### src/rtl/step_sequencer_core.sv
// Multi-channel step sequencer core: pattern store, tempo divider, step
// pointer, per-voice gating and per-voice square-wave tone generators.
// Outputs are registered and drive speaker pins / status LEDs directly.
module step_sequencer_core #(
  parameter int CHANNELS = 4,
  parameter int STEPS    = 16,
  parameter int TEMPO_W  = 28,
  parameter int HALF_W   = 16,
  parameter int CH_W     = (CHANNELS > 1) ? $clog2(CHANNELS) : 1,
  parameter int ST_W     = $clog2(STEPS)
) (
  input  logic                       CLOCK_50,
  input  logic                       reset,
  input  logic                       run,
  input  logic                       stop,
  input  logic [TEMPO_W-1:0]         tempo_div,
  input  logic [CHANNELS*HALF_W-1:0] half_period,
  input  logic                       wr_en,
  input  logic [CH_W-1:0]            wr_ch,
  input  logic [STEPS-1:0]           wr_pattern,
  input  logic                       tg_en,
  input  logic [CH_W-1:0]            tg_ch,
  input  logic [ST_W-1:0]            tg_step,
  input  logic [CH_W-1:0]            rd_ch,
  output logic [STEPS-1:0]           rd_pattern,
  output logic [ST_W-1:0]            step_idx,
  output logic                       step_tick,
  output logic [CHANNELS-1:0]        active,
  output logic [CHANNELS-1:0]        tone_out,
  output logic                       playing
);

  typedef enum logic [1:0] {ST_STOP, ST_PLAY, ST_HOLD} state_t;

  state_t               r_state;
  logic                 r_playing;
  logic                 r_step_tick;
  logic [ST_W-1:0]      r_step_idx;
  logic [TEMPO_W-1:0]   r_tempo_cnt;
  logic [STEPS-1:0]     r_pattern     [CHANNELS];
  logic [STEPS-1:0]     w_pattern_nxt [CHANNELS];
  logic [STEPS-1:0]     r_rd_pattern;
  logic [CHANNELS-1:0]  r_active;
  logic [CHANNELS-1:0]  w_active_nxt;
  logic [CHANNELS-1:0]  r_tone;
  logic [HALF_W-1:0]    r_tone_cnt    [CHANNELS];
  logic [HALF_W-1:0]    w_half        [CHANNELS];
  logic [TEMPO_W-1:0]   w_div_eff;
  logic                 w_term;
  logic                 w_adv;
  logic                 w_play_nxt;
  logic [ST_W-1:0]      w_step_nxt;

  // Tempo compare and next step pointer; the next state is PLAY exactly when run && !stop.
  always_comb begin
    w_div_eff  = (tempo_div < TEMPO_W'(2)) ? TEMPO_W'(2) : tempo_div;
    w_term     = (r_tempo_cnt >= (w_div_eff - TEMPO_W'(1)));
    w_adv      = (r_state == ST_PLAY) && !stop && w_term;
    w_play_nxt = run && !stop;
    if (stop)       w_step_nxt = '0;
    else if (w_adv) w_step_nxt = r_step_idx + ST_W'(1);
    else            w_step_nxt = r_step_idx;
  end

  // Pattern edits for this cycle: full-row write beats a toggle on the same row.
  always_comb begin
    // NOTE: start from the current contents so every path assigns and no latch is inferred.
    w_pattern_nxt = r_pattern;
    if (wr_en && (int'(wr_ch) < CHANNELS))
      w_pattern_nxt[wr_ch] = wr_pattern;
    if (tg_en && (int'(tg_ch) < CHANNELS) && !(wr_en && (wr_ch == tg_ch)))
      w_pattern_nxt[tg_ch][tg_step] = ~r_pattern[tg_ch][tg_step];
  end

  // Per-channel gating from next-cycle state, so active always matches step_idx/playing.
  always_comb begin
    for (int c = 0; c < CHANNELS; c++) begin
      w_half[c]       = half_period[c*HALF_W +: HALF_W];
      w_active_nxt[c] = w_play_nxt & w_pattern_nxt[c][w_step_nxt];
    end
  end

  // Transport FSM with tempo counter, step pointer and registered status outputs.
  always_ff @(posedge CLOCK_50) begin
    if (reset) begin
      r_state     <= ST_STOP;
      r_playing   <= 1'b0;
      r_step_tick <= 1'b0;
      r_step_idx  <= '0;
      r_tempo_cnt <= '0;
    end else begin
      // NOTE: non-blocking so every register here samples the pre-edge values.
      r_step_tick <= w_adv;
      r_step_idx  <= w_step_nxt;
      if (stop) begin
        r_state     <= ST_STOP;
        r_playing   <= 1'b0;
        r_tempo_cnt <= '0;
      end else begin
        case (r_state)
          ST_STOP: if (run) begin
            r_state   <= ST_PLAY;
            r_playing <= 1'b1;
          end
          ST_PLAY: begin
            r_tempo_cnt <= w_term ? '0 : r_tempo_cnt + TEMPO_W'(1);
            if (!run) begin
              r_state   <= ST_HOLD;
              r_playing <= 1'b0;
            end
          end
          ST_HOLD: if (run) begin
            r_state   <= ST_PLAY;
            r_playing <= 1'b1;
          end
          default: begin
            r_state   <= ST_STOP;
            r_playing <= 1'b0;
          end
        endcase
      end
    end
  end

  // Pattern store, registered readback and registered gating.
  always_ff @(posedge CLOCK_50) begin
    if (reset) begin
      // NOTE: the pattern store is plain flops, so it is cleared on reset like any other state.
      for (int c = 0; c < CHANNELS; c++) r_pattern[c] <= '0;
      r_rd_pattern <= '0;
      r_active     <= '0;
    end else begin
      r_pattern    <= w_pattern_nxt;
      r_rd_pattern <= (int'(rd_ch) < CHANNELS) ? r_pattern[rd_ch] : '0;
      r_active     <= w_active_nxt;
    end
  end

  // Tone generators: run only while gated on across the edge, realign on every step advance.
  always_ff @(posedge CLOCK_50) begin
    if (reset) begin
      for (int c = 0; c < CHANNELS; c++) r_tone_cnt[c] <= '0;
      r_tone <= '0;
    end else begin
      for (int c = 0; c < CHANNELS; c++) begin
        if (w_adv || !r_active[c] || !w_active_nxt[c] || (w_half[c] == '0)) begin
          r_tone_cnt[c] <= '0;
          r_tone[c]     <= 1'b0;
        end else if (r_tone_cnt[c] >= (w_half[c] - HALF_W'(1))) begin
          r_tone_cnt[c] <= '0;
          r_tone[c]     <= ~r_tone[c];
        end else begin
          r_tone_cnt[c] <= r_tone_cnt[c] + HALF_W'(1);
        end
      end
    end
  end

  assign rd_pattern = r_rd_pattern;
  assign step_idx   = r_step_idx;
  assign step_tick  = r_step_tick;
  assign active     = r_active;
  assign tone_out   = r_tone;
  assign playing    = r_playing;

endmodule

### config.mk
export PLATFORM = sky130hd
export DESIGN_NAME = step_sequencer_core
export DESIGN_NICKNAME = d
export VERILOG_FILES = /design/src/rtl/step_sequencer_core.sv
export SDC_FILE = /design/constraint.sdc
export NUM_CORES = 1
export LEC_CHECK = 0
export ABC_AREA = 0
export BUFFER_PORTS_ARGS = -buffer_cell sky130_fd_sc_hd__clkbuf_2
export CELL_PAD_IN_SITES_DETAIL_PLACEMENT = 0
export CELL_PAD_IN_SITES_GLOBAL_PLACEMENT = 2
export CORE_MARGIN = 8
export CORE_UTILIZATION = 35
export CTS_CLUSTER_DIAMETER = 100
export DETAILED_ROUTE_END_ITERATION = 8
export HOLD_SLACK_MARGIN = 0.1
export PLACE_DENSITY_LB_ADDON = 0.1
export RECOVER_POWER = 50
export SLEW_MARGIN = 25
export SYNTH_ARGS = -nofsm -noshare
export SYNTH_HDL_FRONTEND = slang
export SYNTH_SLANG_ARGS = --single-unit
### constraint.sdc
create_clock -name CLOCK_50 -period 16.2 [get_ports CLOCK_50]
set_input_delay 4.86 -clock CLOCK_50 [delete_from_list [all_inputs] [get_ports CLOCK_50]]
set_output_delay 4.86 -clock CLOCK_50 [all_outputs]
set_load 0.005 [all_outputs]
# Yosys cells after proc, flatten, opt, wreduce, memory -nomap -nowiden
# Memories as Yosys holds them, arrays and structs flattened.
# Index checks and enable logic that the tools add are counted.
[word_totals]
ff_bits = 124
mem_bits_rw = 64
inputBits = 124
output_inout_bits = 30
word_cells = 206
memories = 1
[classes]
addsub = 11
order_cmp = 14
eq_ne = 5
muxes = 94
bitwise_logic = 24
n_reduce_logical = 42
[mem_list]
columns = ["name", "words", "width", "read_ports", "rd_ports_with_merged_regs", "wr", "line_no", "source"]
rows = [
  ["r_tone_cnt", 4, 16, 4, 0, 4, "46", "logic [HALF_W-1:0] r_tone_cnt [CHANNELS];"],
]
[ops]
columns = ["cell", "count"]
rows = [
  ["16-bit 2-to-1 mux", 18],
  ["64-bit bitwise mux", 2],
  ["64-bit 2-to-1 mux", 2],
  ["16-bit by 1-bit adder with 16-bit output, second input constant", 4],
  ["16-bit binary-select mux with 2-bit select", 2],
  ["16-bit demux with 2-bit select", 2],
  ["16-bit greater-or-equal comparator", 4],
  ["16-bit zero test", 4],
  ["16-bit by 1-bit subtractor with 16-bit output, second input constant", 4],
  ["28-bit 2-to-1 mux", 2],
  ["1-bit 2-to-1 mux", 54],
  ["28-bit by 1-bit adder with 28-bit output, second input constant", 1],
  ["28-bit greater-or-equal comparator", 1],
  ["28-bit by 2-bit less-than comparator with 1-bit output, second input constant", 1],
  ["28-bit by 1-bit subtractor with 28-bit output, second input constant", 1],
  ["1-bit binary-select mux with 4-bit select", 5],
  ["1-bit logical OR", 12],
  ["1-bit OR", 12],
  ["2-bit OR reduction", 6],
  ["1-bit zero test", 10],
  ["4-bit by 5-bit less-than comparator with 1-bit output, second input constant", 2],
  ["3-bit greater-or-equal comparator, second input constant", 3],
  ["2-bit inverter with 3-bit output", 3],
  ["1-bit logical AND", 8],
  ["other kinds (17)", 27],
]

# Depth between registers and ports, before layout
# Gate-level depths: netlist of the first run.
[logic_depth]
word_depth = 21
depth_mapped = 24
mapped_depth_nobuf = 21

# Worst setup path before layout of the first run
# Ideal clock, no wire load.
[synth_timing]
path_kind = "input to register"
start = "input port tempo_div[10]"
end = "memory r_tone_cnt[2][0] (data pin)"
setup_ns = 0.282
arrival_ns = 10.389
slack_ns = 5.529
stages = 22
n_path_buf = 1
path_cell_list = "or4_1 or3_1 nor3_1 and4_1 nand2b_1 ha_1 nor2b_1 nand4_1 nor4_1 xnor2_1 ha_1 nand4_2 nor4_2 nand2_1 a311o_1 nand2_1 mux2i_1 mux4_2 and2_1 o21ai_2 buf_4 a211oi_2"
[synth_lines]
columns = ["element", "line_no", "source"]
rows = [
  ["from (decl)", "16", "input logic [TEMPO_W-1:0] tempo_div,"],
  ["to (decl)", "46", ""],
]

==> impl_metrics.yaml, run 1 <==
power_and_ir_drop:
  ir_drop_v: 0.0000669
  powerDensity_nw_per_um2: 67.6
  power.total_mw: 1.13
  p_leak_nw: 6.58
global_route:
  grt_pass1_vias: 12200
  grt_max_degree: 84
  grt-ovfl-total: 0
  antenna_found_initial: 2
  grt_pass1_wl_um: 69400
  grt_usage_pct: 18.3
cts:
  clk_pin_slew_ps: 80
  ctsHoldBuffers: 0
  clockBufferDepth: 2
  cts_root_buf: "clkbuf_16"
  clock-sinks: 188
  cts_buffers: 17
  htreeDepth: 4
  post-cts-setup-buffers: 0
  clock_latency_ps: 470
  cts_tree: "done"
  ctsResizeCount: 0
sta:
  min_period_ps: 11790
  clock_skew_ps: 16.4
  finalHoldViolCount: 0
  tns_ps: 0
  slew_headroom_pct: -171
  max_slew.worst_pin.slew_ps: 4060
  final-max-slew-violation-count: 84
  fin_ws_ps: 4410
  max_freq_ghz: 0.0848
  timing.final.crit_share_pct: 72.8
  rsz0062_at_grt: "no"
  finalSetupViolations: 0
worst_setup_path:
  worstPathMaxFanout: 19
  worstRegToRegCells: 11
  r2r_end: "r_tone_cnt[2][7]"
  r2r_slack_ps: 11480
  cp.arrival_ps: 12040
  crit_path_end: "r_tone_cnt[2][7]"
  end_kind: "flip-flop"
  cp-startpoint: "tempo_div[10]"
  required_ps: 16450
  worstReg2RegStart: "r_tempo_cnt[19]"
  start_kind: "input port"
  setup.worst_path.class: "input port to flip-flop"
yosys:
  ys_async_sr_fraction_pct: 0
  yosys.cell_types.count: 72
  synth_common_cells: "nor2_1 (193), dfxtp_1 (124), mux2i_1 (124), nand2_1 (121), ha_1 (103)"
  synth_area_leaders: "dfxtp_1 (17%), edfxtp_1 (13%), ha_1 (8.8%)"
  synth_most_common_cell: "nor2_1"
  synth-xor-area-share_pct: 9.88
  synth_compound_area_share_pct: 9.54
  synth_edf_count: 64
  syn-instance-count: 1611
  yosysSeqAreaShare_pct: 30.1
  synthFlopType: "dfxtp_1"
  synthMuxAreaShare_pct: 15.2
  yosys.area_share.simple_pct: 23.6
  synth_adder_area_share_pct: 8.81
  synth_top_area_share_pct: 17.0
  synth_top_family_by_area: "simple AND/OR/NAND/NOR gates"
  synth-warning-count: 0
  netlist_area_um2: 14600
  synth_seq_cells: 188
  yosys.area.top_type: "dfxtp_1"
  syn_avg_cell_area_um2: 9.08
status:
  violations: "max-capacitance violations, max-slew violations"
  status: "complete, but fails checks"
final_layout:
  antenna_cells: 0
  multi_input_area_um2: 10100
  seq_area_um2: 4400
  syn2layout_area_growth_pct: 14.2
  layout-drive-gt1-share_pct: 15.2
  finalNetCount: 2025
  fillers: 4329
min_path:
  min_from: "r_state[1]"
  hold_class: "flip-flop to flip-flop"
floorplanning:
  start_util_pct: 35.2
  num_rows: 75
  fp.dieH_um: 220
  die_area_um2: 48600
  io_pins: 154
  dieWidth_um: 220
  coreArea_um2: 41600
routing:
  antenna_left: 0
  via_count: 12300
  vias_per_cell: 5.22
  post_drt_wl_per_cell_um: 18.8
  wl_um: 44200
  post-route-drc-count: 0
  initialDrtViolationCount: 745
  drt_pass1_iterations: 4
placement:
  pre_cts_slack_ps: 3930
  place_congestion: 0.842
  port_buffers: 153
  hpwlAfterDp_um: 33100
job:
  drv_cap: 1
-- power breakdown --
| part | switching (mW) | total [mW] | internal, mW |
|---|---|---|---|
| Sequential | 0.0129 | 0.513 | 0.500 |
| Clock | 0.214 | 0.431 | 0.217 |
| Combinational | 0.110 | 0.186 | 0.0758 |
-- worst min path at each step --
stage	endpoint	slack [ps]	cells after the start
2_1_floorplan	r_state[0]	460	1
3_3_place_gp	r_state[0]	490	1
3_5_place_dp	r_state[0]	490	1
4_1_cts	r_state[0]	510	1
5_1_grt	r_state[0]	540	1
6_report	r_state[0]	510	1
-- layout by cell type (no fill, tap or decap), types with 9 or more instances in the layout --
master | netlist | final
a211oi_2 | 11 | 11
xor2_1 | 75 | 75
clkbuf_2 | 0 | 128
nand4_1 | 20 | 20
clkbuf_1 | 42 | 25
dfxtp_1 | 124 | 124
nand2_1 | 121 | 120
buf_4 | 5 | 16
or4_1 | 10 | 10
mux2i_1 | 124 | 124
a21oi_1 | 41 | 41
or3_1 | 15 | 15
nor3_1 | 67 | 67
nor4_1 | 35 | 35
nor2_1 | 193 | 193
mux2_2 | 41 | 41
ha_1 | 103 | 103
nand3_1 | 69 | 69
conb_1 | 1 | 64
o211a_1 | 9 | 9
o21ai_0 | 29 | 29
inv_1 | 27 | 27
and3_1 | 22 | 22
a211oi_1 | 12 | 12
nor2b_1 | 63 | 63
a21o_1 | 27 | 27
a22oi_1 | 14 | 14
xnor2_1 | 90 | 90
clkbuf_16 | 0 | 17
mux4_2 | 19 | 19
edfxtp_1 | 64 | 64
nand2b_1 | 20 | 20
-- layout make-up --
cell class                      instances  share of cell area (%)
Tap cell                              539                    4.04
Sequential cell                       188                    26.4
Multi-Input combinational cell       1391                    60.2
Clock buffer                           17                    2.55
Inverter                               27                   0.607
Clock inverter                         15                   0.899
Timing Repair Buffer                  173                    5.35
-- flip-flops by register name (all words and copies together), names as in the netlist --
name	cells
active	4
playing	1
r_pattern	64
r_state	2
r_tempo_cnt	28
r_tone_cnt	64
rd_pattern	16
step_idx	4
step_tick	1
tone_out	4
-- worst max-delay path: stages --
cell	delay, ps
clkbuf_2	90
or4_1	570
or3_1	370
nor3_1	440
and4_1	330
nand2b_1	150
ha_1	180
nor2b_1	310
nand4_1	250
nor4_1	310
xnor2_1	160
ha_1	270
nand4_2	140
nor3_1	80
a2111oi_2	560
nand2_1	200
o211a_1	400
nor2_2	760
a2111oi_0	170
nor4_2	400
nand3_2	510
a2111oi_1	520
-- per-layer routing --
metal | track usage, % | wire length (µm)
met1 | 24.5 | 21200
met2 | 30.2 | 20500
met3 | 3.70 | 1990
met4 | 4.10 | 538
met5 | 0 | 13
-- kinds of logic after synthesis --
logic type / Yosys count
AO/OA/AOI/OAI: 191
adder cells (fa/ha/maj): 103
flip-flops: 188
buffers and inverters: 95
AND/OR/NAND/NOR: 680
other: 1
XOR/XNOR: 165
multiplexers: 188
-- stage by stage --
| stage | hold slack (ps) | instances | area [µm²] | util, % |
|---|---|---|---|---|
| after floorplan | 462 | 1674 | 14900 | - |
| after global placement | 488 | 2315 | 16100 | 38.8 |
| after detailed placement | 493 | 2318 | 16200 | 38.9 |
| after CTS | 511 | 2350 | 16700 | 40.3 |
| after global routing | 543 | 2350 | 16700 | 40.2 |
| final | 506 | 2350 | 16700 | 40.2 |
No activity file was read; power rests on OpenSTA's default activity.
==> run 2, diff against run 1 <==
==> constraint.sdc (replaced) <==
create_clock -name CLOCK_50 -period 10.9 [get_ports CLOCK_50]
set_input_delay 3.27 -clock CLOCK_50 [delete_from_list [all_inputs] [get_ports CLOCK_50]]
set_output_delay 3.27 -clock CLOCK_50 [all_outputs]
set_load 0.005 [all_outputs]
==> impl_metrics.yaml, run 2 (same netlist as run 1, synthesis figures left out) <==
cts:
  clockBufferDepth: 2
  ctsResizeCount: 0
  clk_pin_slew_ps: 70
  cts_tree: "done"
  post-cts-setup-buffers: 0
  clock-sinks: 188
  cts_buffers: 17
  htreeDepth: 4
  cts_root_buf: "clkbuf_16"
  ctsHoldBuffers: 0
  clock_latency_ps: 460
floorplanning:
  fp.dieH_um: 220
  start_util_pct: 35.2
  coreArea_um2: 41600
  num_rows: 75
  dieWidth_um: 220
  die_area_um2: 48600
  io_pins: 154
routing:
  initialDrtViolationCount: 707
  vias_per_cell: 5.15
  via_count: 12100
  wl_um: 43800
  drt_pass1_iterations: 4
  post_drt_wl_per_cell_um: 18.6
  post-route-drc-count: 0
  antenna_left: 0
placement:
  hpwlAfterDp_um: 33100
  pre_cts_slack_ps: 564
  place_congestion: 0.837
  dpl-instance-area_um2: 16200
  dp_cells: 2318
  port_buffers: 153
global_route:
  grt_max_degree: 84
  grt_pass1_vias: 12100
  grt-ovfl-total: 0
  antenna_found_initial: 2
  grt_pass1_wl_um: 68400
  grt_usage_pct: 18.1
min_path:
  hold_class: "flip-flop to flip-flop"
power_and_ir_drop:
  p_int_mw: 1.18
  powerDensity_nw_per_um2: 100
  p_leak_nw: 6.59
  netSwitchingFraction_pct: 29.2
  ir_drop_v: 0.000102
  p_seq_share_pct: 45.5
  clockPowerShare_pct: 38.0
  p_comb_share_pct: 16.5
  p_sw_uw: 489
worst_setup_path:
  end_kind: "flip-flop"
  path_cells: "clkbuf_2, or4_1, or3_1, nor3_1, and4_1, nand2b_1, ha_1, nor2b_1, nand4_1, nor4_1, xnor2_1, ha_1, nand4_2, nor3_1, a2111oi_2, a21oi_1, nor2_4, mux2i_4, nor4_1, nor4_2, nand3_2, a2111oi_1"
  cp.arrival_ps: 10090
  setup.worst_path.class: "input port to flip-flop"
  required_ps: 11130
  cp_slowest_cell: "or4_1"
  worstPathMaxFanout: 17
  crit_family: "simple AND/OR/NAND/NOR gates"
  start_kind: "input port"
  slowest_delay_ps: 560
  path_buf_inv: 1
final_layout:
  antenna_cells: 0
  layout-drive-gt1-share_pct: 15.4
  final_area_um2: 16700
  syn2layout_area_growth_pct: 14.3
  reg_top3: "r_pattern: 64 flops, r_tone_cnt: 64 flops, r_tempo_cnt: 28 flops"
  finalNetCount: 2025
  final_cells: 2350
  final_common_cell: "nor2_1"
  mostFrequentLayoutCells: "nor2_1 (193), clkbuf_2 (130), mux2i_1 (124), dfxtp_1 (124), nand2_1 (120)"
sta:
  clock_skew_ps: 17.4
  finalSetupViolations: 0
  finalHoldViolCount: 0
  whs_ps: 511
  min_period_ps: 9850
  max_slew.worst_pin.slew_ps: 4130
  slew_headroom_pct: -176
  rsz0062_at_grt: "no"
  tns_ps: 0
  fin_ws_ps: 1050
  timing.final.crit_share_pct: 90.4
  max_freq_ghz: 0.101
  final-max-slew-violation-count: 84
job:
  drv_cap: 1
status:
  status: "complete, but fails checks"
  violations: "max-capacitance violations, max-slew violations"
## run 2: changes by cell type in the layout (fill, tap and decap cells not counted), moves of 2 or more
cell / change
buf_6: -2
clkbuf_2: +2
clkinv_1: -2
clkinv_4: +2
inv_6: -2
## run 2: layout make-up
cell class / instances / area, µm²
fillers: 4260 / 24900
repair buffers: 173 / 896
well taps: 539 / 674
clock buffers: 20 / 447
clock inverters: 12 / 126
flip-flops and latches: 188 / 4400
inverters: 27 / 101
multi-input cells: 1391 / 10100
## run 2: per-layer routing
metal  vias up  GRT usage [%]  wire (µm)
met5         -              0          0
met2       207           29.1      20100
met4         0           4.66        586
li1       6183              -          -
met1      5687           24.8      21100
met3        35           3.34       2000
## run 2: power by group through the flow
stage                     registers, mW  logic [mW]  clock network, mW
final                             0.762       0.275              0.636
after global routing              0.765       0.306              0.690
after CTS                         0.762       0.277              0.664
after detailed placement          0.778       0.276                  0
after global placement            0.778       0.274                  0
after floorplan                   0.772       0.177                  0
## run 2: worst paths after layout
check | depth (start not counted) | start | slack, ps | to
min | 2 | playing | 510 | playing
min reg2reg | 2 | playing | 510 | playing
max reg2reg | 10 | r_pattern[23] | 6310 | r_tone_cnt[2][7]
max | 22 | tempo_div[9] | 1050 | r_tone_cnt[2][7]
## run 2: through the flow
stage	utilization (%)	power (mW)
2_1_floorplan	-	0.948
3_3_place_gp	38.8	1.05
3_5_place_dp	38.9	1.05
4_1_cts	40.3	1.70
5_1_grt	40.2	1.76
6_report	40.2	1.67
## run 2: tightest hold or removal path: cells and delay by family, from the launching register on
kind	cells	cell delay (ps)
AND/OR/NAND/NOR	1	70
AO/OA/AOI/OAI	1	70
flip-flops	1	340
